### config.mk
export PLATFORM = sky130hd
export DESIGN_NAME = dm_access_ctrl_flat
export DESIGN_NICKNAME = d
export VERILOG_FILES = /design/src/rtl/dm_access_ctrl_pkg.sv /design/src/rtl/dm_access_ctrl_if.sv /design/src/rtl/dm_access_ctrl_be_gen.sv /design/src/rtl/dm_access_ctrl.sv /design/src/flat_wrapper.sv
export SDC_FILE = /design/constraint.sdc
export NUM_CORES = 1
export LEC_CHECK = 0
export CAP_MARGIN = 20
export CORE_MARGIN = 5
export CORE_UTILIZATION = 47
export DETAILED_ROUTE_END_ITERATION = 12
export PLACE_DENSITY = 0.86
export SYNTH_ARGS = -nofsm -noshare
export SYNTH_HDL_FRONTEND = slang
export SYNTH_SLANG_ARGS = --single-unit
### constraint.sdc
create_clock -name clk -period 4.3 [get_ports clk]
set_input_delay 0.43 -clock clk [delete_from_list [all_inputs] [get_ports clk]]
set_output_delay 0.43 -clock clk [all_outputs]
set_load 0.05 [all_outputs]
### src/rtl/dm_access_ctrl_pkg.sv
// Shared definitions for the data-memory access sequencer: op encodings,
// FSM state enum, byte-enable patterns and an op-to-size decode helper.
package dm_access_ctrl_pkg;

  // Size/sign op encodings, identical to the load extender's Op input.
  localparam logic [2:0] DM_OP_W  = 3'b000;
  localparam logic [2:0] DM_OP_BU = 3'b001;
  localparam logic [2:0] DM_OP_B  = 3'b010;
  localparam logic [2:0] DM_OP_HU = 3'b011;
  localparam logic [2:0] DM_OP_H  = 3'b100;

  typedef enum logic [1:0] {
    ST_IDLE = 2'd0,
    ST_BUSY = 2'd1,
    ST_DONE = 2'd2
  } dm_state_e;

  typedef enum logic [1:0] {
    SZ_WORD = 2'd0,
    SZ_HALF = 2'd1,
    SZ_BYTE = 2'd2
  } dm_size_e;

  // Byte-enable patterns; the byte pattern is shifted by the lane offset.
  localparam logic [3:0] BE_WORD    = 4'b1111;
  localparam logic [3:0] BE_HALF_LO = 4'b0011;
  localparam logic [3:0] BE_HALF_HI = 4'b1100;
  localparam logic [3:0] BE_BYTE0   = 4'b0001;

  // Illegal ops (101..111) fall into the word bucket.
  function automatic dm_size_e op_size(input logic [2:0] op);
    dm_size_e sz;
    case (op)
      DM_OP_BU, DM_OP_B: sz = SZ_BYTE;
      DM_OP_HU, DM_OP_H: sz = SZ_HALF;
      default:           sz = SZ_WORD;
    endcase
    return sz;
  endfunction

endpackage

### src/rtl/dm_access_ctrl_if.sv
// Data-memory bus between the access sequencer (master) and memory (slave).
//
// Handshake: dm_req_o is raised by the master and held, together with
// dm_we_o/dm_addr_o/dm_be_o/dm_wdata_o, stable until the cycle in which the
// slave asserts dm_ack_i. dm_rdata_i is valid only in that ack cycle. The
// master drops dm_req_o the cycle after ack; ack while no request is
// outstanding is ignored.
interface dm_access_ctrl_if;
  logic        dm_req_o;
  logic        dm_we_o;
  logic [31:0] dm_addr_o;
  logic [3:0]  dm_be_o;
  logic [31:0] dm_wdata_o;
  logic        dm_ack_i;
  logic [31:0] dm_rdata_i;

  modport master (
    output dm_req_o, dm_we_o, dm_addr_o, dm_be_o, dm_wdata_o,
    input  dm_ack_i, dm_rdata_i
  );

  modport slave (
    input  dm_req_o, dm_we_o, dm_addr_o, dm_be_o, dm_wdata_o,
    output dm_ack_i, dm_rdata_i
  );
endinterface

### src/rtl/dm_access_ctrl_be_gen.sv
// Byte-enable and store-lane generator. Stores replicate the right-aligned
// data across the word so the addressed lane(s) carry it; loads enable all
// four bytes and pass data through untouched.
module dm_access_ctrl_be_gen
  import dm_access_ctrl_pkg::*;
(
  input  logic        we_i,
  input  logic [2:0]  op_i,
  input  logic [1:0]  addr_i,
  input  logic [31:0] wdata_i,
  output logic [3:0]  be_o,
  output logic [31:0] wdata_o
);

  // Select enables and replicated data from the access size and lane.
  always_comb begin
    be_o    = BE_WORD;
    wdata_o = wdata_i;
    if (we_i) begin
      case (op_size(op_i))
        SZ_BYTE: begin
          be_o    = BE_BYTE0 << addr_i;
          wdata_o = {4{wdata_i[7:0]}};
        end
        SZ_HALF: begin
          be_o    = addr_i[1] ? BE_HALF_HI : BE_HALF_LO;
          wdata_o = {2{wdata_i[15:0]}};
        end
        default: begin
          be_o    = BE_WORD;
          wdata_o = wdata_i;
        end
      endcase
    end
  end

endmodule

### src/rtl/dm_access_ctrl.sv
// MEM-stage data-memory access sequencer. Latches one load/store, drives the
// memory bus until ack or timeout, then pulses done_o for one cycle and hands
// raw read data plus offset/op to the load extender.
// Optional feature macro: DM_ALIGN_EXC_EN (misaligned accesses raise an
// address exception instead of reaching memory).
module dm_access_ctrl
  import dm_access_ctrl_pkg::*;
#(
  parameter int TIMEOUT_CYCLES = 255
) (
  input  logic        clk,
  input  logic        rst_n,
  input  logic        mem_valid_i,
  input  logic        mem_we_i,
  input  logic [2:0]  mem_op_i,
  input  logic [31:0] mem_addr_i,
  input  logic [31:0] mem_wdata_i,
  output logic        stall_o,
  output logic        done_o,
  output logic        berr_o,
  output logic [31:0] rdata_o,
  output logic [1:0]  ext_a_o,
  output logic [2:0]  ext_op_o,
`ifdef DM_ALIGN_EXC_EN
  output logic        exc_adel_o,
  output logic        exc_ades_o,
`endif
  output dm_state_e   dbg_state_o,
  dm_access_ctrl_if.master dm
);

  // Counter value during the last BUSY cycle allowed before a timeout.
  localparam logic [7:0] TO_LAST = 8'(TIMEOUT_CYCLES - 1);

  dm_state_e   r_state;
  dm_state_e   w_state_nxt;
  logic [31:0] r_addr;
  logic [2:0]  r_op;
  logic        r_we;
  logic [31:0] r_wdata;
  logic [7:0]  r_cnt;
  logic        r_berr;
  logic [31:0] r_rdata;
  logic        w_busy;
  logic        w_last;
  logic        w_timeout;
  logic        w_mis;
  logic [3:0]  w_be;
  logic [31:0] w_wdata;

`ifdef DM_ALIGN_EXC_EN
  logic        r_exc_adel;
  logic        r_exc_ades;
  dm_size_e    w_in_size;

  // Misalignment is judged on the live request so IDLE can bypass BUSY.
  always_comb begin
    w_in_size = op_size(mem_op_i);
    w_mis     = ((w_in_size == SZ_WORD) && (mem_addr_i[1:0] != 2'b00)) ||
                ((w_in_size == SZ_HALF) && mem_addr_i[0]);
  end
`else
  assign w_mis = 1'b0;
`endif

  assign w_busy = (r_state == ST_BUSY);
  assign w_last = (r_cnt == TO_LAST);

  // State register; reset returns to IDLE at once, dropping any request.
  always_ff @(posedge clk or negedge rst_n) begin
    if (!rst_n) r_state <= ST_IDLE;
    else        r_state <= w_state_nxt;
  end

  // Next state: accept in IDLE, wait for ack or timeout in BUSY, one DONE cycle.
  always_comb begin
    w_state_nxt = r_state;
    w_timeout   = 1'b0;
    case (r_state)
      ST_IDLE: begin
        if (mem_valid_i) w_state_nxt = w_mis ? ST_DONE : ST_BUSY;
      end
      ST_BUSY: begin
        // An ack arriving on the final allowed cycle beats the timeout.
        w_timeout = w_last && !dm.dm_ack_i;
        if (dm.dm_ack_i || w_last) w_state_nxt = ST_DONE;
      end
      ST_DONE: w_state_nxt = ST_IDLE;
      default: w_state_nxt = ST_IDLE;
    endcase
  end

  // Timeout counter: counts BUSY cycles, cleared whenever BUSY is left.
  always_ff @(posedge clk or negedge rst_n) begin
    if (!rst_n)                                    r_cnt <= 8'd0;
    else if (w_busy && (w_state_nxt == ST_BUSY))   r_cnt <= r_cnt + 8'd1;
    else                                           r_cnt <= 8'd0;
  end

  // Request latch on accept; read data / error capture when BUSY resolves.
  always_ff @(posedge clk or negedge rst_n) begin
    if (!rst_n) begin
      r_addr  <= '0;
      r_op    <= '0;
      r_we    <= 1'b0;
      r_wdata <= '0;
      r_berr  <= 1'b0;
      r_rdata <= '0;
    end else begin
      case (r_state)
        ST_IDLE: begin
          if (mem_valid_i) begin
            r_addr  <= mem_addr_i;
            r_op    <= mem_op_i;
            r_we    <= mem_we_i;
            r_wdata <= mem_wdata_i;
            r_berr  <= 1'b0;
            if (w_mis) r_rdata <= '0;
          end
        end
        ST_BUSY: begin
          if (dm.dm_ack_i)  r_rdata <= dm.dm_rdata_i;
          else if (w_last)  r_rdata <= '0;
          r_berr <= w_timeout;
        end
        default: ;
      endcase
    end
  end

`ifdef DM_ALIGN_EXC_EN
  // Exception flags are decided at accept time and shown in DONE.
  always_ff @(posedge clk or negedge rst_n) begin
    if (!rst_n) begin
      r_exc_adel <= 1'b0;
      r_exc_ades <= 1'b0;
    end else if ((r_state == ST_IDLE) && mem_valid_i) begin
      r_exc_adel <= w_mis && !mem_we_i;
      r_exc_ades <= w_mis && mem_we_i;
    end
  end

  assign exc_adel_o = (r_state == ST_DONE) && r_exc_adel;
  assign exc_ades_o = (r_state == ST_DONE) && r_exc_ades;
`endif

  dm_access_ctrl_be_gen u_be_gen (
    .we_i    (r_we),
    .op_i    (r_op),
    .addr_i  (r_addr[1:0]),
    .wdata_i (r_wdata),
    .be_o    (w_be),
    .wdata_o (w_wdata)
  );

  // Bus outputs are only non-zero while a request is outstanding.
  assign dm.dm_req_o   = w_busy;
  assign dm.dm_we_o    = w_busy && r_we;
  assign dm.dm_addr_o  = w_busy ? {r_addr[31:2], 2'b00} : 32'd0;
  assign dm.dm_be_o    = w_busy ? w_be : 4'd0;
  assign dm.dm_wdata_o = w_busy ? w_wdata : 32'd0;

  // Stall is gated by reset so the pipeline is released during reset.
  assign stall_o     = rst_n && (((r_state == ST_IDLE) && mem_valid_i) || w_busy);
  assign done_o      = (r_state == ST_DONE);
  assign berr_o      = (r_state == ST_DONE) && r_berr;
  assign rdata_o     = r_rdata;
  assign ext_a_o     = r_addr[1:0];
  assign ext_op_o    = r_op;
  assign dbg_state_o = r_state;

endmodule
### src/flat_wrapper.sv
// flat-port wrapper written by rule: the top's interface ports become plain ports
module dm_access_ctrl_flat import dm_access_ctrl_pkg::*;
#(
  parameter int TIMEOUT_CYCLES = 255
)
  (clk, rst_n, mem_valid_i, mem_we_i, mem_op_i, mem_addr_i, mem_wdata_i, stall_o, done_o, berr_o, rdata_o, ext_a_o, ext_op_o, dbg_state_o, dm_dm_req_o, dm_dm_we_o, dm_dm_addr_o, dm_dm_be_o, dm_dm_wdata_o, dm_dm_ack_i, dm_dm_rdata_i);
  dm_access_ctrl_if dm_i ();
  input  logic clk;
  input  logic rst_n;
  input  logic mem_valid_i;
  input  logic mem_we_i;
  input  logic [2:0] mem_op_i;
  input  logic [31:0] mem_addr_i;
  input  logic [31:0] mem_wdata_i;
  output logic stall_o;
  output logic done_o;
  output logic berr_o;
  output logic [31:0] rdata_o;
  output logic [1:0] ext_a_o;
  output logic [2:0] ext_op_o;
  output dm_state_e dbg_state_o;
  output wire logic [$bits(dm_i.dm_req_o)-1:0] dm_dm_req_o;
  output wire logic [$bits(dm_i.dm_we_o)-1:0] dm_dm_we_o;
  output wire logic [$bits(dm_i.dm_addr_o)-1:0] dm_dm_addr_o;
  output wire logic [$bits(dm_i.dm_be_o)-1:0] dm_dm_be_o;
  output wire logic [$bits(dm_i.dm_wdata_o)-1:0] dm_dm_wdata_o;
  input wire logic [$bits(dm_i.dm_ack_i)-1:0] dm_dm_ack_i;
  input wire logic [$bits(dm_i.dm_rdata_i)-1:0] dm_dm_rdata_i;
  assign dm_dm_req_o = dm_i.dm_req_o;
  assign dm_dm_we_o = dm_i.dm_we_o;
  assign dm_dm_addr_o = dm_i.dm_addr_o;
  assign dm_dm_be_o = dm_i.dm_be_o;
  assign dm_dm_wdata_o = dm_i.dm_wdata_o;
  assign dm_i.dm_ack_i = dm_dm_ack_i;
  assign dm_i.dm_rdata_i = dm_dm_rdata_i;
  dm_access_ctrl #(.TIMEOUT_CYCLES(TIMEOUT_CYCLES)) u_core (.clk(clk), .rst_n(rst_n), .mem_valid_i(mem_valid_i), .mem_we_i(mem_we_i), .mem_op_i(mem_op_i), .mem_addr_i(mem_addr_i), .mem_wdata_i(mem_wdata_i), .stall_o(stall_o), .done_o(done_o), .berr_o(berr_o), .rdata_o(rdata_o), .ext_a_o(ext_a_o), .ext_op_o(ext_op_o), .dbg_state_o(dbg_state_o), .dm(dm_i));
endmodule
==> qor.yml <==
synth_top_area_share_pct: 51.71
gr-total-overflow: 0
wl_met1_mm: 6.314
cts_root_buf: "clkbuf_16"
cp-start-kind: "flip-flop"
die_height_um: 116.9
grt_first_pass_wirelength_mm: 24.16
crit_type: "reg2out"
p_leak_nw: 3.133
pre_cts_ws_ns: 0.9655
fmax_mhz: 266.4
synth.distinct_cells: 36
fin_crit_ns: 3.754
hold_violations: 0
hold_class: "in2async"
synth_top_area_cell: "dfrtp_1"
finalClockSkew_ns: 0.007707
post-dp-hpwl_mm: 11.62
p_comb_share_pct: 58.7
grt_setup_unrepaired: "no"
power_switching_mw: 3.068
ioPinCount: 216
dieArea_um2: 13670
cts_buffers: 9
path_cells: "xor2_1, nor2b_1, ha_1, nor2b_2, o211ai_1, a21oi_1, clkdlybuf4s50_1"
path_clk_slew_ns: 0.07
drv_slew: 0
cts_hold_buf: 0
post_cts_buffers: 0
drt-total-wl_mm: 16.08
setup_ws_ns: 0.5463
antenna_found_initial: 2
crit_fanout: 16
required_ns: 3.87
cts_resized: 0
topRoutingLayerUsed: "met4"
cts_tree: "done"
rows: 39
nFillCells: 852
tightest_slew_ns: 0.9324
synth_area_leaders: "dfrtp_1, mux2_2, a22oi_1, and2_1, nand2b_1"
yosysSeqAreaShare_pct: 51.71
grt_pass1_vias: 4543
synth-warning-count: 0
syn_avg_cell_area_um2: 11.21
ys_ff_latch: 111
clkSinkCount: 111
met2_length_mm: 8.319
via_per_inst: 5.531
wl_per_cell_um: 19.59
cpPeakStageDelay_ns: 0.84
power_density_nw_per_um2: 807.9
final_antenna_net_count: 0
drc: 0
drive_gt1_share_pct: 14.20
crit_slowest_cell: "clkdlybuf4s50_1"
critPathCaptureType: "output pin"
syn_to_final_growth_pct: 46.73
fin_cells: 821
first_pass_iters: 4
status: "finished clean"
synth_cells: 479
htreeDepth: 3
core-area_um2: 11320
timing.slew.headroom_pct: 37.84
power_mw: 6.368
fin_crit_sh_pct: 87.29
io_buffers: 213
grt_use_total_pct: 22.93
seqPwrFrac_pct: 28.2
start_util_pct: 47.45
maxCapViolCount: 0
drt-initial-drc-count: 356
arrival_ns: 3.32
fin_nets: 779
vias: 4541
clk_path_buf_depth: 2
finalCoreUtilization_pct: 69.62
p_sw_share_pct: 48.18
intPower_mw: 3.300
finalSetupTns_ns: 0
grt_max_degree: 72
placed_cells: 801
gp_congestion: 0.8735
setup_violations: 0
syn_area_um2: 5371
power.share.clock_pct: 13.1
ff2ff_setup_slack_ns: 2.27
insertion_delay_ns: 0.34
die_x_um: 116.9
routed-wl-met3_um: 827
peakVddDrop_mv: 0.5179
## cells in the mapped netlist
master and n:
a22oi_1 40, nand3_1 3, inv_1 4, buf_2 19
o211ai_1 8, o21a_1 20, a21boi_0 1, ha_1 4
conb_1 1, or4_1 1, o31ai_2 1, a21oi_1 22
buf_1 1, and3b_1 1, nand4_4 1, xor2_1 3
o21ai_0 39, clkbuf_2 2, clkbuf_1 15, buf_4 4
mux2_2 67, nor2_1 7, o2bb2ai_1 1, nor3_4 1
or3_1 1, nand3b_1 1, nor2b_1 4, dfrtp_1 111
xnor2_1 1, inv_2 1, nand2_1 14, o31ai_1 1
a21boi_1 1, nand2b_1 35, nor3b_1 2, and2_1 41
## registers in the layout, indices dropped and copies added (netlist names)
| register | cells |
|---|---|
| u_core.r_cnt | 8 |
| u_core.r_berr | 1 |
| u_core.ext_op_o | 3 |
| u_core.r_wdata | 32 |
| u_core.r_addr | 32 |
| u_core.dbg_state_o | 2 |
| u_core.r_we | 1 |
| u_core.rdata_o | 32 |
## final timing paths
kind | end | startpoint | depth (start not counted)
max | dm_dm_wdata_o[21] | u_core.ext_op_o[1] | 7
min | u_core.r_addr[3] | rst_n | 1
max reg2reg | u_core.r_wdata[1] | u_core.dbg_state_o[1] | 3
min reg2reg | u_core.r_addr[7] | u_core.r_addr[7] | 1
max in group asynchronous | u_core.rdata_o[13] | rst_n | 3
min in group clk | u_core.r_addr[7] | u_core.r_addr[7] | 1
## placed cells by master (no fill, tap or decap), types with 10 or more instances in the layout
cell	n
mux2_2	67
o21a_1	20
nand2_1	14
clkbuf_16	10
o21ai_0	39
dfrtp_1	111
a22oi_1	40
a21oi_1	22
clkdlybuf4s50_1	212
and2_1	41
nand2b_1	34
## metal layers
metal,GRT usage (%),up-vias
met3,4.884,34
met5,0,-
met4,11.09,0
met2,37.24,156
li1,-,2073
met1,29.27,2278
## cells by family after synthesis
kind of cell	share of synthesized area, %
fa+ha+maj	0.9318
buf+inv	3.983
simple gates	12.60
flops	51.71
other cells	0.06981
compound gates	16.00
xor+xnor	0.6523
mux	14.05
## power by group through the flow
stage	clock network, mW	registers (mW)	logic (mW)
after floorplan	0	2.26	2.03
after global placement	0	1.78	3.66
after detailed placement	0	1.81	3.74
after CTS	0.848	1.79	3.76
after global routing	0.889	1.85	3.93
final	0.831	1.80	3.74
## critical path: cells and delay by family, from the launching register on
family | cells | cell delay (ns)
adders and majority gates | 1 | 0.29
AOI/OAI and AO/OA | 2 | 0.50
xor gates and xnor gates | 1 | 0.17
and+or+nand+nor | 2 | 0.75
buffers and inverters | 1 | 0.84
DFF | 1 | 0.43
## area by class of cell
class	count	area, um^2	area share (%)
flip-flops and latches	111	2778	35.24
inverters	5	18.77	0.2381
diodes	2	5.005	0.06350
clock buffers	13	250.2	3.175
clock inverters	3	42.54	0.5398
repair buffers	221	2215	28.10
well taps	143	178.9	2.270
multi-input cells	323	2394	30.37
## stage by stage
stage,cell area (um^2),hold slack [ns]
global placement,7543,0.4141
detailed placement,7543,0.4189
CTS,7836,0.04937
global route,7881,0.07602
floorplan,5375,0.1344
finish,7881,0.03252
Power figures use the tool's default switching activity.
